==> src/rtl/cpu_arb_pkg.sv <==
// Shared types and constants for the unified memory arbiter.
//   arb_state_t : arbiter sequencing states (IDLE -> ISSUE -> WAIT -> IDLE)
//   owner_t     : which requester owns the transaction in flight
//   FETCH_RMASK : all-ones read mask used for instruction fetches. Users slice
//                 the low DW/8 bits, so data widths up to 512 bits are covered.
package cpu_arb_pkg;

  typedef enum logic [1:0] {
    IDLE  = 2'd0,
    ISSUE = 2'd1,
    WAIT  = 2'd2
  } arb_state_t;

  typedef enum logic {
    OWN_IF = 1'b0,
    OWN_DM = 1'b1
  } owner_t;

  localparam int unsigned MASK_W_MAX = 64;
  localparam logic [MASK_W_MAX-1:0] FETCH_RMASK = '1;

endpackage

==> src/rtl/mem_arb_wdog.sv <==
// Watchdog for the memory wait phase.
// The timer is cleared whenever run_i is low. While run_i is high it counts up
// and saturates at TIMEOUT. expired_o is high when the timer has reached
// TIMEOUT during a run. When a run expires without ready_i, err_o is set and
// stays set until rst.
// Ports:
//   clk, rst   : clock; synchronous active-high reset
//   run_i      : arbiter is waiting for the memory
//   ready_i    : memory completion in this cycle
//   expired_o  : wait budget used up in this cycle
//   err_o      : sticky timeout flag
module mem_arb_wdog #(
  parameter int unsigned TIMEOUT = 15
) (
  input  logic clk,
  input  logic rst,
  input  logic run_i,
  input  logic ready_i,
  output logic expired_o,
  output logic err_o
);

  localparam int unsigned TW = $clog2(TIMEOUT + 1);
  localparam logic [TW-1:0] TMAX = TW'(TIMEOUT);

  logic [TW-1:0] timer_q, timer_d;
  logic          err_q, err_d;

  assign expired_o = run_i && (timer_q == TMAX);

  always_comb begin
    timer_d = timer_q;
    if (!run_i) begin
      timer_d = '0;
    end else if (timer_q != TMAX) begin
      timer_d = timer_q + 1'b1;
    end
    // If ready arrives in the same cycle as expiry, the transfer completes normally.
    err_d = err_q | (expired_o & ~ready_i);
  end

  always_ff @(posedge clk) begin
    if (rst) begin
      timer_q <= '0;
      err_q   <= 1'b0;
    end else begin
      timer_q <= timer_d;
      err_q   <= err_d;
    end
  end

  assign err_o = err_q;

endmodule

==> src/rtl/unified_mem_arbiter.sv <==
// Lets instruction fetch (IF) and data load/store (DM) share one single-port
// memory. The arbiter runs one transaction at a time, and DM has priority
// over IF.
//
// Optional feature: define ARB_STARVE_GUARD_EN to enable the starvation
// guard. It counts consecutive DM grants made while if_req is high. When the
// count reaches STARVE_LIMIT, the next grant goes to IF. Any IF grant clears
// the count. A DM grant made while if_req is low also clears the count.
//
// Ports:
//   clk, rst                 : clock; synchronous active-high reset
//   if_req/if_addr           : fetch request (held until if_ack) and address
//   if_rdata/if_ack          : fetched word, valid with the one-cycle ack
//   dm_req/dm_we/dm_addr     : data request, store flag, address
//   dm_wdata/dm_wmask/rmask  : store data, byte write mask, byte read mask
//   dm_rdata/dm_ack          : load data (0 for stores), valid with the ack
//   mem_ce                   : one-cycle command strobe per transaction
//   mem_we/addr/wdata/wmask/rmask : registered command, held until the next grant
//   mem_rdata/mem_ready      : memory response; ready is ignored in the ISSUE cycle
//   stall                    : a request is high and its ack is not in this cycle
//   err                      : sticky timeout flag, cleared only by rst
//
// Handshake: a requester holds req until the cycle of its ack. Requests are
// sampled only in IDLE, and not in an ack cycle. The ack is a single-cycle
// pulse. The matching rdata output stays valid until the next ack for that
// requester.
module unified_mem_arbiter
  import cpu_arb_pkg::*;
#(
  parameter int unsigned AW      = 32,
  parameter int unsigned DW      = 32,
  parameter int unsigned TIMEOUT = 15
`ifdef ARB_STARVE_GUARD_EN
  , parameter int unsigned STARVE_LIMIT = 4
`endif
) (
  input  logic            clk,
  input  logic            rst,
  input  logic            if_req,
  input  logic [AW-1:0]   if_addr,
  output logic [DW-1:0]   if_rdata,
  output logic            if_ack,
  input  logic            dm_req,
  input  logic            dm_we,
  input  logic [AW-1:0]   dm_addr,
  input  logic [DW-1:0]   dm_wdata,
  input  logic [DW/8-1:0] dm_wmask,
  input  logic [DW/8-1:0] dm_rmask,
  output logic [DW-1:0]   dm_rdata,
  output logic            dm_ack,
  output logic            mem_ce,
  output logic            mem_we,
  output logic [AW-1:0]   mem_addr,
  output logic [DW-1:0]   mem_wdata,
  output logic [DW/8-1:0] mem_wmask,
  output logic [DW/8-1:0] mem_rmask,
  input  logic [DW-1:0]   mem_rdata,
  input  logic            mem_ready,
  output logic            stall,
  output logic            err
);

  localparam int unsigned MW = DW / 8;

  arb_state_t      state_q;
  owner_t          owner_q;
  logic            cmd_ce_q, cmd_we_q;
  logic [AW-1:0]   cmd_addr_q;
  logic [DW-1:0]   cmd_wdata_q;
  logic [MW-1:0]   cmd_wmask_q, cmd_rmask_q;
  logic            if_ack_q, dm_ack_q;
  logic [DW-1:0]   if_rdata_q, dm_rdata_q;
  logic            wd_expired, wd_err;
  logic            ack_busy, done, grant_dm;
  logic [DW-1:0]   resp_data;

  assign ack_busy  = if_ack_q | dm_ack_q;
  assign done      = (state_q == WAIT) && (mem_ready || wd_expired);
  // A timed-out transfer returns zero to its owner.
  assign resp_data = mem_ready ? mem_rdata : '0;

`ifdef ARB_STARVE_GUARD_EN
  localparam int unsigned SW = $clog2(STARVE_LIMIT + 1);
  localparam logic [SW-1:0] STARVE_MAX = SW'(STARVE_LIMIT);
  logic [SW-1:0] starve_q;
  assign grant_dm = dm_req && !(if_req && (starve_q == STARVE_MAX));
`else
  assign grant_dm = dm_req;
`endif

  always_ff @(posedge clk) begin
    if (rst) begin
      state_q     <= IDLE;
      owner_q     <= OWN_IF;
      cmd_ce_q    <= 1'b0;
      cmd_we_q    <= 1'b0;
      cmd_addr_q  <= '0;
      cmd_wdata_q <= '0;
      cmd_wmask_q <= '0;
      cmd_rmask_q <= '0;
      if_ack_q    <= 1'b0;
      dm_ack_q    <= 1'b0;
      if_rdata_q  <= '0;
      dm_rdata_q  <= '0;
`ifdef ARB_STARVE_GUARD_EN
      starve_q    <= '0;
`endif
    end else begin
      if_ack_q <= 1'b0;
      dm_ack_q <= 1'b0;
      unique case (state_q)
        IDLE: begin
          // A requester is still holding req in its own ack cycle, so that cycle is skipped.
          if (!ack_busy && (if_req || dm_req)) begin
            state_q  <= ISSUE;
            cmd_ce_q <= 1'b1;
            if (grant_dm) begin
              owner_q     <= OWN_DM;
              cmd_we_q    <= dm_we;
              cmd_addr_q  <= dm_addr;
              cmd_wdata_q <= dm_wdata;
              cmd_wmask_q <= dm_wmask;
              cmd_rmask_q <= dm_rmask;
            end else begin
              owner_q     <= OWN_IF;
              cmd_we_q    <= 1'b0;
              cmd_addr_q  <= if_addr;
              cmd_wdata_q <= '0;
              cmd_wmask_q <= '0;
              cmd_rmask_q <= FETCH_RMASK[MW-1:0];
            end
`ifdef ARB_STARVE_GUARD_EN
            if (grant_dm && if_req) starve_q <= starve_q + 1'b1;
            else                    starve_q <= '0;
`endif
          end
        end
        ISSUE: begin
          cmd_ce_q <= 1'b0;
          state_q  <= WAIT;
        end
        WAIT: begin
          if (done) begin
            state_q <= IDLE;
            if (owner_q == OWN_DM) begin
              dm_ack_q   <= 1'b1;
              dm_rdata_q <= cmd_we_q ? '0 : resp_data;
            end else begin
              if_ack_q   <= 1'b1;
              if_rdata_q <= resp_data;
            end
          end
        end
        default: state_q <= IDLE;
      endcase
    end
  end

  mem_arb_wdog #(.TIMEOUT(TIMEOUT)) u_wdog (
    .clk       (clk),
    .rst       (rst),
    .run_i     (state_q == WAIT),
    .ready_i   (mem_ready),
    .expired_o (wd_expired),
    .err_o     (wd_err)
  );

  assign if_ack    = if_ack_q;
  assign if_rdata  = if_rdata_q;
  assign dm_ack    = dm_ack_q;
  assign dm_rdata  = dm_rdata_q;
  assign mem_ce    = cmd_ce_q;
  assign mem_we    = cmd_we_q;
  assign mem_addr  = cmd_addr_q;
  assign mem_wdata = cmd_wdata_q;
  assign mem_wmask = cmd_wmask_q;
  assign mem_rmask = cmd_rmask_q;
  assign stall     = (if_req & ~if_ack_q) | (dm_req & ~dm_ack_q);
  assign err       = wd_err;

endmodule
==> config.mk <==
export PLATFORM = sky130hd
export DESIGN_NAME = unified_mem_arbiter
export DESIGN_NICKNAME = d
export VERILOG_FILES = /design/src/rtl/cpu_arb_pkg.sv /design/src/rtl/mem_arb_wdog.sv /design/src/rtl/unified_mem_arbiter.sv
export SDC_FILE = /design/constraint.sdc
export NUM_CORES = 1
export LEC_CHECK = 0
export CORE_MARGIN = 2
export CORE_UTILIZATION = 37
export CTS_CLUSTER_DIAMETER = 40
export DETAILED_ROUTE_END_ITERATION = 6
export PLACE_DENSITY_LB_ADDON = 0.05
export SYNTH_ARGS = -nofsm -noshare
export SYNTH_HDL_FRONTEND = slang
export SYNTH_SLANG_ARGS = --single-unit
==> constraint.sdc <==
create_clock -name clk -period 1.6 [get_ports clk]
set_input_delay 0.32 -clock clk [delete_from_list [all_inputs] [get_ports clk]]
set_output_delay 0.32 -clock clk [all_outputs]
set_load 0.005 [all_outputs]
==> out/qor.csv, run 1 <==
metric,value,unit
most common library cells after synthesis,"dfxtp_1, a21oi_1, nand3_1",
Int Pwr,0.00725,W
share of the synthesized area in the top cell type,0.498,
row cnt,46,
Worst Hold Depth,2,
Num CTS Buffers,17,
pwr dens,993,nW/um^2
CTS sink cnt,148,
worst r2r src,state_q[1]$_SDFFE_PP0P_,
clk slew on worst S/H paths,60,ps
Synthesis Warnings,0,
clock power share,0.402,
RSZ-0062 raised after global routing,true,
Post-Syn Instances,678,
worst-path cell chain,clkdlybuf4s50_1,
Die Y,131,um
CTS H-Tree Depth,4,
most frequent cell after synthesis,dfxtp_1,
Sw Share,0.259,
1st-iter DRT viols,386,
Worst R2R Setup Slack,60,ps
Hold EP,if_rdata[11]$_SDFFE_PP0P_,
R2R cell count,5,
CP arrival,1250,ps
crit-path max FO,2,
worst hold slack,208,ps
worst rel slew slack,0.740,
Overflow after GRT,0,
vias per cell,5.28,
Non-Filler Instances,1174,
TritonRoute pass-1 iters,5,
Top delay family on crit path,buffers and inverters,
vias in the first global route,5842,
synthesized area,5950,sq um
share of cells above drive strength 1,0.105,
Net Switching,0.00253,W
Post-Synth XOR/XNOR Area,0.00147,
detailed placement HPWL,13900,um
Worst-Skew Late Latency,430,ps
Worst EP required,1280,ps
adder and majority gate portion of the synthesized area,0.00210,
I/O Pins,284,
proportion of synthesized area in mux cells,0.0555,
# setup viols final,0,
"flops & latches, synth",148,
I/O Buffers,283,
Final Hold Viols,0,
crit path time final,1570,ps
DRC Markers,0,
placed cell area,9070,sq um
Root Driver,clkbuf_16,
Max rail drop VDD,0.000782,V
Synth cell types,33,
WS Path Type,flop to output pin,
largest net degree at the start of global routing,76,
Post-layout nets,1088,
CP Buf/Inv Count,1,
max-slew violation count,0,
top_reg_cell synth,dfxtp_1,
deepest clock path buffer count,2,
first-pass GRT wire length,30700,um
# hold bufs at CTS,0,
worst-margin pin slew,390,ps
synthesized net count,821,
Area Overhead vs Synth,65.5,%
DR WL/cell,17.4,um
largest family of logic cells by synthesized area,compound AO/OA/AOI/OAI gates,
Critical Path End Type,output pin,
Compound-Gate Fraction of Synth Area,0.222,
sequential share of power,0.412,
Max stage delay on crit path,510,ps
Synth area leader,dfxtp_1,
Routed WL,20400,um
LEAKAGE,4.71,nW
type of origin of the critical path,flop,
hold_sp,rst,
maxcap violations,0,
"Seq/Total Area, Yosys",0.498,
RR Endpoint,if_rdata[2]$_SDFFE_PP0P_,
Synth area leaders,"dfxtp_1, a21oi_1, nand3_1",
Crit-path slowest cell,clkdlybuf4s50_1,
final setup skew,10.2,ps
"Design Area, Final",9840,sq um
"Avg Cell Area, Syn",8.78,sq um
Final Cycle Share,0.982,
CTS tree,built,
initial antenna violation count,0,
number of synthesized flops with an enable pin,0,
run status,"finished, final reports clean",
worst min-delay path category,primary input to flop,
Starting Density,0.376,
Antenna Nets Post-Route,0,
routability cong.,0.798,
ANT cells,0,
Comb pwr share,0.186,
Max Clk Rate,0.637,GHz
post-synthesis simple-gate area fraction,0.163,
via count,6199,
asr flop ratio synth,0,
Inst Count DP,1134,
die area,17100,sq um
Core ar.,15800,sq um
Total GRT Usage,0.231,
die width,131,um
## layout make-up
type / instances / area, sq um
clock buffers: 20 / 457
clock inverters: 12 / 131
fillers: 1328 / 5980
inverters: 3 / 11.3
multi-input cells: 454 / 2700
flip-flops and latches: 148 / 2980
well taps: 216 / 270
repair buffers: 321 / 3290
## routing by layer
metal,global-route usage,part of all wire,vias to the layer above
met5,0,0,-
met4,0.103,0.030,0
met3,0.0786,0.084,39
met2,0.375,0.49,267
met1,0.279,0.40,2891
li1,-,-,3002
## timing repair
| item | in CTS | in global routing |
|---|---|---|
| pin swaps | 2 | 2 |
| buffers inserted | 4 | 1 |
| cloned | 1 | 2 |
| endpoints found under the setup margin | 141 | 146 |
| gates resized for setup | 106 | 71 |
## registers in the layout, summed over array words and instances (netlist names), 2 cells and up
name            count
state_q             2
if_rdata           32
mem_wmask           4
mem_rmask           4
mem_wdata          32
dm_rdata           32
mem_addr           32
u_wdog.timer_q      4
## cell families (layout without fill, tap and decap cells)
kind of cell               count (synthesis)  count (layout)
AOI/OAI and AO/OA                        247             247
buffers and inverters                     77             356
and+or+nand+nor                          171             172
xor gates and xnor gates                   1               1
muxes                                     33              33
adders and majority gates                  1               1
DFF                                      148             148
## power by group through the flow
stage | Sequential [W] | Clock (W) | Combinational, W
after global placement | 0.00410 | 0 | 0.00176
after detailed placement | 0.00411 | 0 | 0.00179
after floorplan | 0.00412 | 0 | 0.000736
final | 0.00403 | 0.00393 | 0.00182
after global routing | 0.00405 | 0.00415 | 0.00196
after CTS | 0.00403 | 0.00399 | 0.00176
## how the worst max path moves through the flow
stage	depth (start not counted)	startpoint	slack (ps)	endpoint
global placement	5	if_req	-280	mem_addr[29]$_SDFFE_PP0P_
finish	1	mem_wdata[18]$_SDFFE_PP0P_	30	mem_wdata[18]
global route	5	state_q[1]$_SDFFE_PP0P_	-20	if_rdata[3]$_SDFFE_PP0P_
floorplan	5	u_wdog.timer_q[0]$_SDFFE_PP0P_	60	if_rdata[24]$_SDFFE_PP0P_
detailed placement	5	if_req	-320	mem_addr[12]$_SDFFE_PP0P_
CTS	1	dm_rdata[30]$_SDFFE_PP0P_	0.2	dm_rdata[30]
## cell usage in the layout, fill, tap and decap left out, types with 3 or more instances in the layout
| master | Yosys | routed |
|---|---|---|
| a211oi_1 | 33 | 32 |
| a21oi_1 | 109 | 109 |
| buf_12 | 0 | 11 |
| buf_2 | 16 | 3 |
| buf_4 | 3 | 22 |
| buf_6 | 3 | 5 |
| clkbuf_16 | 0 | 18 |
| clkdlybuf4s50_1 | 0 | 145 |
| clkinv_2 | 0 | 3 |
| clkinv_4 | 0 | 3 |
| clkinvlp_4 | 0 | 4 |
| dfxtp_1 | 148 | 134 |
| dfxtp_2 | 0 | 14 |
| dlygate4sd2_1 | 0 | 84 |
| dlymetal6s2s_1 | 0 | 50 |
| inv_1 | 3 | 3 |
| mux2i_1 | 33 | 33 |
| nand2_1 | 3 | 3 |
| nand2b_1 | 34 | 34 |
| nand3_1 | 71 | 71 |
| nand4_1 | 32 | 32 |
| nor2_1 | 8 | 7 |
| nor3_1 | 10 | 10 |
| o21ai_0 | 70 | 60 |
| o21ai_1 | 32 | 42 |
## metrics by stage
step / setup slack [ps] / setup TNS, ps / total power [W] / util
after CTS: 0.151 / 0 / 0.00979 / 0.609
final: 29.4 / 0 / 0.00978 / 0.622
after global placement: -283 / -15480 / 0.00587 / 0.573
after global routing: -24.3 / -139 / 0.0102 / 0.622
after floorplan: 57.0 / 0 / 0.00486 / -
after detailed placement: -322 / -16390 / 0.00590 / 0.573
No activity file was read; power rests on OpenSTA's default activity.
==> run 2: changes to the inputs <==
- REMOVE_ABC_BUFFERS: default -> 1
==> run 2 against run 1 <==
Net effect:
- power down 0.36%
- first-iteration DRC count down 3.1%
- setup slack worse by 11 ps
- sequential cell count unchanged
- clock skew about the same
- clock-buffer cell count up 1
- global-route usage down 0.20 points
- critical path depth unchanged
- utilization up 0.42 points
==> out/qor.csv, run 2 (same netlist as run 1, synthesis figures left out) <==
metric,value,unit,change
run status,"finished, final reports clean",,
I/O Pins,284,,unchanged
pwr dens,983,nW/um^2,-1.0%
vias in the first global route,6009,,+2.9%
Crit-path slowest cell,clkdlybuf4s50_1,,
initial antenna violation count,0,,unchanged
DR WL/cell,17.2,um,-0.90%
Post-layout nets,1087,,-0.092%
crit path time final,1580,ps,+10.7 ps
Final Hold Viols,0,,unchanged
type of origin of the critical path,flop,,
highest-count cells in the layout ignoring fill and taps,"clkdlybuf4s50_1, dfxtp_1, a21oi_1",,
Num CTS Buffers,17,,unchanged
clk slew on worst S/H paths,60,ps,about the same
fin util,0.626,,+0.00419
ANT cells,0,,unchanged
"most common cell after layout, fill and taps aside",clkdlybuf4s50_1,,
share of cells above drive strength 1,0.0951,,-0.0103
Area Overhead vs Synth,66.6,%,
# setup viols final,0,,unchanged
routability cong.,0.787,,-1.5%
I/O Buffers,283,,unchanged
CTS H-Tree Depth,4,,unchanged
TritonRoute pass-1 iters,4,,-1
die width,131,um,unchanged
detailed placement HPWL,13700,um,-1.3%
1st-iter DRT viols,374,,-3.1%
register area,2970,sq um,-0.25%
first-pass GRT wire length,30800,um,+0.34%
Total GRT Usage,0.229,,-0.00196
Worst-Skew Late Latency,410,ps,-20 ps
worst rel slew slack,0.727,,-0.0126
RSZ-0062 raised after global routing,true,,
max-slew violation count,0,,unchanged
placed cell area,9080,sq um,+0.14%
vias per cell,5.26,,-0.40%
final setup skew,10.2,ps,+0.0121 ps
row cnt,46,,unchanged
Worst EP required,1280,ps,about the same
WS Path Type,flop to output pin,,
Pwr Total,0.00975,W,-0.36%
CP arrival,1260,ps,about the same
worst-path cell chain,clkdlybuf4s50_1,,
Fill cells,1317,,-0.83%
Overflow after GRT,0,,unchanged
Max Clk Rate,0.632,GHz,-0.68%
CTS tree,built,,
Core ar.,15800,sq um,unchanged
die area,17100,sq um,unchanged
LEAKAGE,4.90,nW,+4.0%
via count,6169,,-0.48%
worst-margin pin slew,409,ps,+18.9 ps
worst min-delay path category,primary input to flop,,
maxcap violations,0,,unchanged
crit-path max FO,2,,unchanged
Critical Path End Type,output pin,,
Routed WL,20200,um,-0.98%
Die Y,131,um,unchanged
Root Driver,clkbuf_16,,
top sig layer,met4,,
WL met1,8210,um,+0.29%
Starting Density,0.376,,unchanged
Top delay family on crit path,buffers and inverters,,
"Design Area, Final",9910,sq um,+0.67%
Antenna Nets Post-Route,0,,unchanged
DRC Markers,0,,unchanged
deepest clock path buffer count,2,,unchanged
Max rail drop VDD,0.000732,V,-6.4%
met3 wire length,1640,um,-3.8%
WL met2,9890,um,about the same
Final Cycle Share,0.988,,+0.00671
Max stage delay on crit path,520,ps,about the same
CTS sink cnt,148,,unchanged
Multi-input gate area,2700,sq um,-0.19%
CP Buf/Inv Count,1,,unchanged
largest net degree at the start of global routing,54,,-29%
-- run 2: cell types whose count changed in the layout (fill, tap and decap cells not counted), moves of 6 or more --
| cell | before | now |
|---|---|---|
| dfxtp_2 | 14 | 8 |
| o21ai_0 | 60 | 49 |
| o21ai_1 | 42 | 53 |
| dfxtp_1 | 134 | 140 |
| clkdlybuf4s50_1 | 145 | 159 |
| dlymetal6s2s_1 | 50 | 71 |
| dlygate4sd2_1 | 84 | 50 |
-- run 2: final timing paths --
kind,startpoint,endpoint,slack [ps],cells after the start
max,mem_wdata[0]$_SDFFE_PP0P_,mem_wdata[0],20,1
min,rst,mem_ce$_SDFFE_PP0P_,220,2
max reg2reg,state_q[1]$_SDFFE_PP0P_,mem_wdata[16]$_SDFFE_PP0P_,60,4
min reg2reg,dm_rdata[19]$_SDFFE_PP0P_,dm_rdata[19]$_SDFFE_PP0P_,460,2
-- run 2: routing by layer --
| metal | vias to the layer above | global-route usage |
|---|---|---|
| li1 | 2993 | - |
| met2 | 259 | 0.388 |
| met3 | 28 | 0.0770 |
| met1 | 2889 | 0.274 |
| met5 | - | 0 |
| met4 | 0 | 0.0788 |
-- run 2: through the flow --
step | TNS [ps] | hold WS, ps | setup WS [ps] | instances
finish | 0 | 218 | 18.7 | 1173
global route | -4.05 | 221 | -2.28 | 1173
CTS | 0 | 206 | 0.0308 | 1171
detailed placement | -16200 | 454 | -316 | 1134
floorplan | -226230 | 389 | -2320 | 604
global placement | -14520 | 438 | -270 | 1134
-- run 2: final cells by class --
class | count | share of cell area
clock buffer | 21 | 0.0465
clock inverter | 11 | 0.0128
inverter | 3 | 0.00114
multi-input combinational | 454 | 0.272
sequential | 148 | 0.300
tap | 216 | 0.0273
timing repair buffer | 320 | 0.340
-- run 2: repair_timing --
action,4_1_cts,5_1_grt
gates cloned,1,1
setup buffers,4,1
endpoints found under the setup margin,105,153
resized for setup,59,103
hold buffers,0,0
pin swaps,1,1
-- run 2: where the power goes --
part           leakage [nW]  switching (W)  internal (W)
sequential             1.21       0.000112       0.00391
clock                 0.276        0.00153       0.00238
combinational          3.41       0.000850      0.000962
